===== src/rtl/rv_skid_pipe.sv =====
// Two-entry valid/ready skid stage: registered in_ready isolates the producer from out_ready.
// Optional synchronous flush port and logic enabled by defining RV_SKID_FLUSH_EN.
module rv_skid_pipe #(
  parameter int unsigned WIDTH = 22
) (
  input  logic             clk,
  input  logic             rst,
  input  logic             in_valid,
  input  logic [WIDTH-1:0] in_data,
  output logic             in_ready,
  output logic             out_valid,
  output logic [WIDTH-1:0] out_data,
  input  logic             out_ready,
  output logic [1:0]       count
`ifdef RV_SKID_FLUSH_EN
  ,
  input  logic             flush
`endif
);

  logic             main_valid;
  logic [WIDTH-1:0] main_data;
  logic             skid_valid;
  logic [WIDTH-1:0] skid_data;
  logic             push;
  logic             pop;
  logic             clear;

  // in_ready depends only on state and reset, never on out_ready
  assign in_ready  = ~skid_valid & ~rst;
  assign out_valid = main_valid;
  assign out_data  = main_data;
  assign count     = {1'b0, main_valid} + {1'b0, skid_valid};

  assign push = in_valid & in_ready;
  assign pop  = main_valid & out_ready;

`ifdef RV_SKID_FLUSH_EN
  assign clear = flush;
`else
  assign clear = 1'b0;
`endif

  always_ff @(posedge clk or posedge rst) begin
    if (rst) begin
      main_valid <= 1'b0;
      main_data  <= '0;
      skid_valid <= 1'b0;
      skid_data  <= '0;
    end else if (clear) begin
      // Data registers keep stale contents; only the valid bits drop
      main_valid <= 1'b0;
      skid_valid <= 1'b0;
    end else if (skid_valid) begin
      if (pop) begin
        main_data  <= skid_data;
        skid_valid <= 1'b0;
      end
    end else begin
      if (push && (!main_valid || pop)) begin
        main_data  <= in_data;
        main_valid <= 1'b1;
      end else if (push) begin
        skid_data  <= in_data;
        skid_valid <= 1'b1;
      end else if (pop) begin
        main_valid <= 1'b0;
      end
    end
  end

endmodule

===== config.mk =====
export PLATFORM = sky130hd
export DESIGN_NAME = rv_skid_pipe
export DESIGN_NICKNAME = d
export VERILOG_FILES = /design/src/rtl/rv_skid_pipe.sv
export SDC_FILE = /design/constraint.sdc
export NUM_CORES = 1
export LEC_CHECK = 0
export ABC_AREA = 0
export CORE_UTILIZATION = 45
export DETAILED_ROUTE_END_ITERATION = 10
export GPL_ROUTABILITY_DRIVEN = 0
export GPL_TIMING_DRIVEN = 0
export PLACE_DENSITY = 0.84
export SYNTH_ARGS = -nofsm -noshare
export SYNTH_HDL_FRONTEND = slang
export SYNTH_SLANG_ARGS = --single-unit

===== constraint.sdc =====
create_clock -name clk -period 2.4 [get_ports clk]
set_clock_uncertainty 0.2 [all_clocks]
set_input_delay 0.24 -clock clk [delete_from_list [all_inputs] [get_ports clk]]
set_output_delay 0.24 -clock clk [all_outputs]
set_load 0.1 [all_outputs]

==> impl_metrics.ini <==
[run_status]
status = completed

[finish]
final_util_pct = 63.2
final_common_cell = mux2_2
final_cell_mix = mux2_2 (66), clkdlybuf4s50_1 (48), dfrtp_1 (46), clkbuf_8 (6), nand2_1 (5)
final_nets = 218
area_growth_pct = 35.5
drive_above_1_share_pct = 43.2
antenna_cells = 0

[critical_path]
slowest_delay_ns = 1.16
crit_chain = clkdlybuf4s50_1
crit_fanout = 6
arrival_ns = 1.89
critPathLaunchType = flip-flop
end_kind = output pin
worstSetupPathType = flip-flop to output pin
crit_family = buffers and inverters
worstPathBufferInverterCount = 1
cp_slowest_cell = clkdlybuf4s50_1
worstPathRequired_ns = 1.96

[die]
dieArea_mm2 = 0.00479
coreArea_mm2 = 0.00435
row_count = 24
initial_utilization_pct = 46.7
die_h_um = 69.2
die_width_um = 69.2
ios = 52

[routing]
via_per_inst = 5.32
ant_nets = 0
drc = 0
drt_wl_total_mm = 4.04
vias = 1297
first_iter_violations = 36
drt-wirelength-per-cell_um = 16.5
first_pass_iters = 5

[cts]
clockBufferDepth = 2
cts_made_buffers = 5
cts_tree = done
cts_hold_buf = 0
clk_pin_slew_ns = 0.08
clkSinkCount = 46
insertion_delay_ns = 0.30
cts_htree_levels = 2
cts_root_buffer = clkbuf_8
post_cts_buffers = 0

[logic_synthesis]
synth_fp_nets = 160
yosysWarnings = 0
ys_ff_latch = 46
avgSynthCellArea_um2 = 15.3
ys_seq_area_share_pct = 56.7
synth_cell_type_count = 14
synthCells = 133
syn_area_mm2 = 0.00203

[sta]
relSlewSlack_pct = 33.2
worst_slack_ns = 0.0686
setup_violations = 0
rsz0062_at_grt = no
drv_slew = 0
fmax_mhz = 429
tightest_slew_ns = 0.998
post-route-period-util_pct = 97.1
period_minus_slack_ns = 2.33
hold_viol = 0

[global_routing]
antenna_found_initial = 0
grt_usage_pct = 18.4
grt_util_met1_pct = 21.6
grt_pass1_vias = 1417
grt_use_met3_pct = 3.92
met2_usage_pct = 33.3
grt_max_degree = 47
top_usage_layer = met2
grt_pass1_wl_mm = 6.89
overflow = 0

[placed_design]
hpwl_mm = 2.89
dp_slack_ns = -0.0279
portBuffers = 51

[flow_run]
max_cap_violations = 0

[worst_hold_path]
hp-class = flip-flop to flip-flop
-- Yosys cell counts --
cell type,number,area share (%)
mux2_2,66,37
dfrtp_1,46,57
nand2_1,5,0.92
buf_6,3,1.7
buf_2,2,0.49
clkbuf_1,2,0.37
inv_1,2,0.37
a21oi_4,1,0.80
ha_1,1,0.62
nand3_1,1,0.25
nor2_1,1,0.18
nor2b_1,1,0.31
o21ai_0,1,0.25
or3b_4,1,0.55
-- sequential cells by signal, summed over array words and instances, names as in the netlist --
name / cells
out_data: 22
skid_valid: 1
skid_data: 22
out_valid: 1
-- worst paths after layout --
check,startpoint,to,slack (ns),cells after the start
setup / recovery,out_valid$_DFFE_PP0P_,out_valid,0.07,1
hold / removal,skid_data[8]$_DFFE_PP0P_,skid_data[8]$_DFFE_PP0P_,0.31,1
setup reg to reg,skid_valid$_DFF_PP0_,out_data[8]$_DFFE_PP0P_,0.34,5
hold reg to reg,skid_data[8]$_DFFE_PP0P_,skid_data[8]$_DFFE_PP0P_,0.31,1
max in group asynchronous,rst,skid_data[10]$_DFFE_PP0P_,1.02,2
min in group asynchronous,rst,skid_data[0]$_DFFE_PP0P_,0.40,2
-- through the flow --
| step | hold WS (ns) | setup TNS, ns | cells | area (um^2) |
|---|---|---|---|---|
| 6_report | 0.310 | 0 | 244 | 2750 |
| 5_1_grt | 0.325 | 0 | 244 | 2750 |
| 4_1_cts | 0.311 | 0 | 244 | 2750 |
| 3_5_place_dp | 0.287 | -0.0279 | 236 | 2620 |
| 3_3_place_gp | 0.280 | 0 | 236 | 2620 |
| 2_1_floorplan | 0.191 | 0 | 133 | 2040 |
-- metal layers --
metal  vias to the layer above  share of wire [%]
met5                         -                  0
met4                         0                1.6
met3                         6                2.8
met2                        28                 54
met1                       678                 41
li1                        585                  -
-- layout make-up --
| type | count | area (um^2) |
|---|---|---|
| plain buffers | 7 | 51.3 |
| clock buffers | 6 | 82.6 |
| clock inverters | 2 | 60.1 |
| flip-flops and latches | 46 | 1150 |
| well taps | 52 | 65.1 |
| repair buffers | 51 | 507 |
| inverters | 2 | 7.51 |
| multi-input cells | 78 | 830 |
| fillers | 319 | 1600 |
-- cells by family after synthesis --
group / Yosys count / share of synthesized area (%)
muxes: 66 / 36.6
buffers and inverters: 9 / 2.89
AOI/OAI and AO/OA: 2 / 1.05
adders and majority gates: 1 / 0.616
DFF: 46 / 56.7
and+or+nand+nor: 9 / 2.22
-- repair_timing --
action | CTS | global route
gates resized for setup | 3 | 0
endpoints found under the hold margin | 0 | 0
setup endpoints to repair | 3 | 0
Power is not shown: default switching activity piles up to over one toggle a cycle in this logic, so the estimate is an artifact.
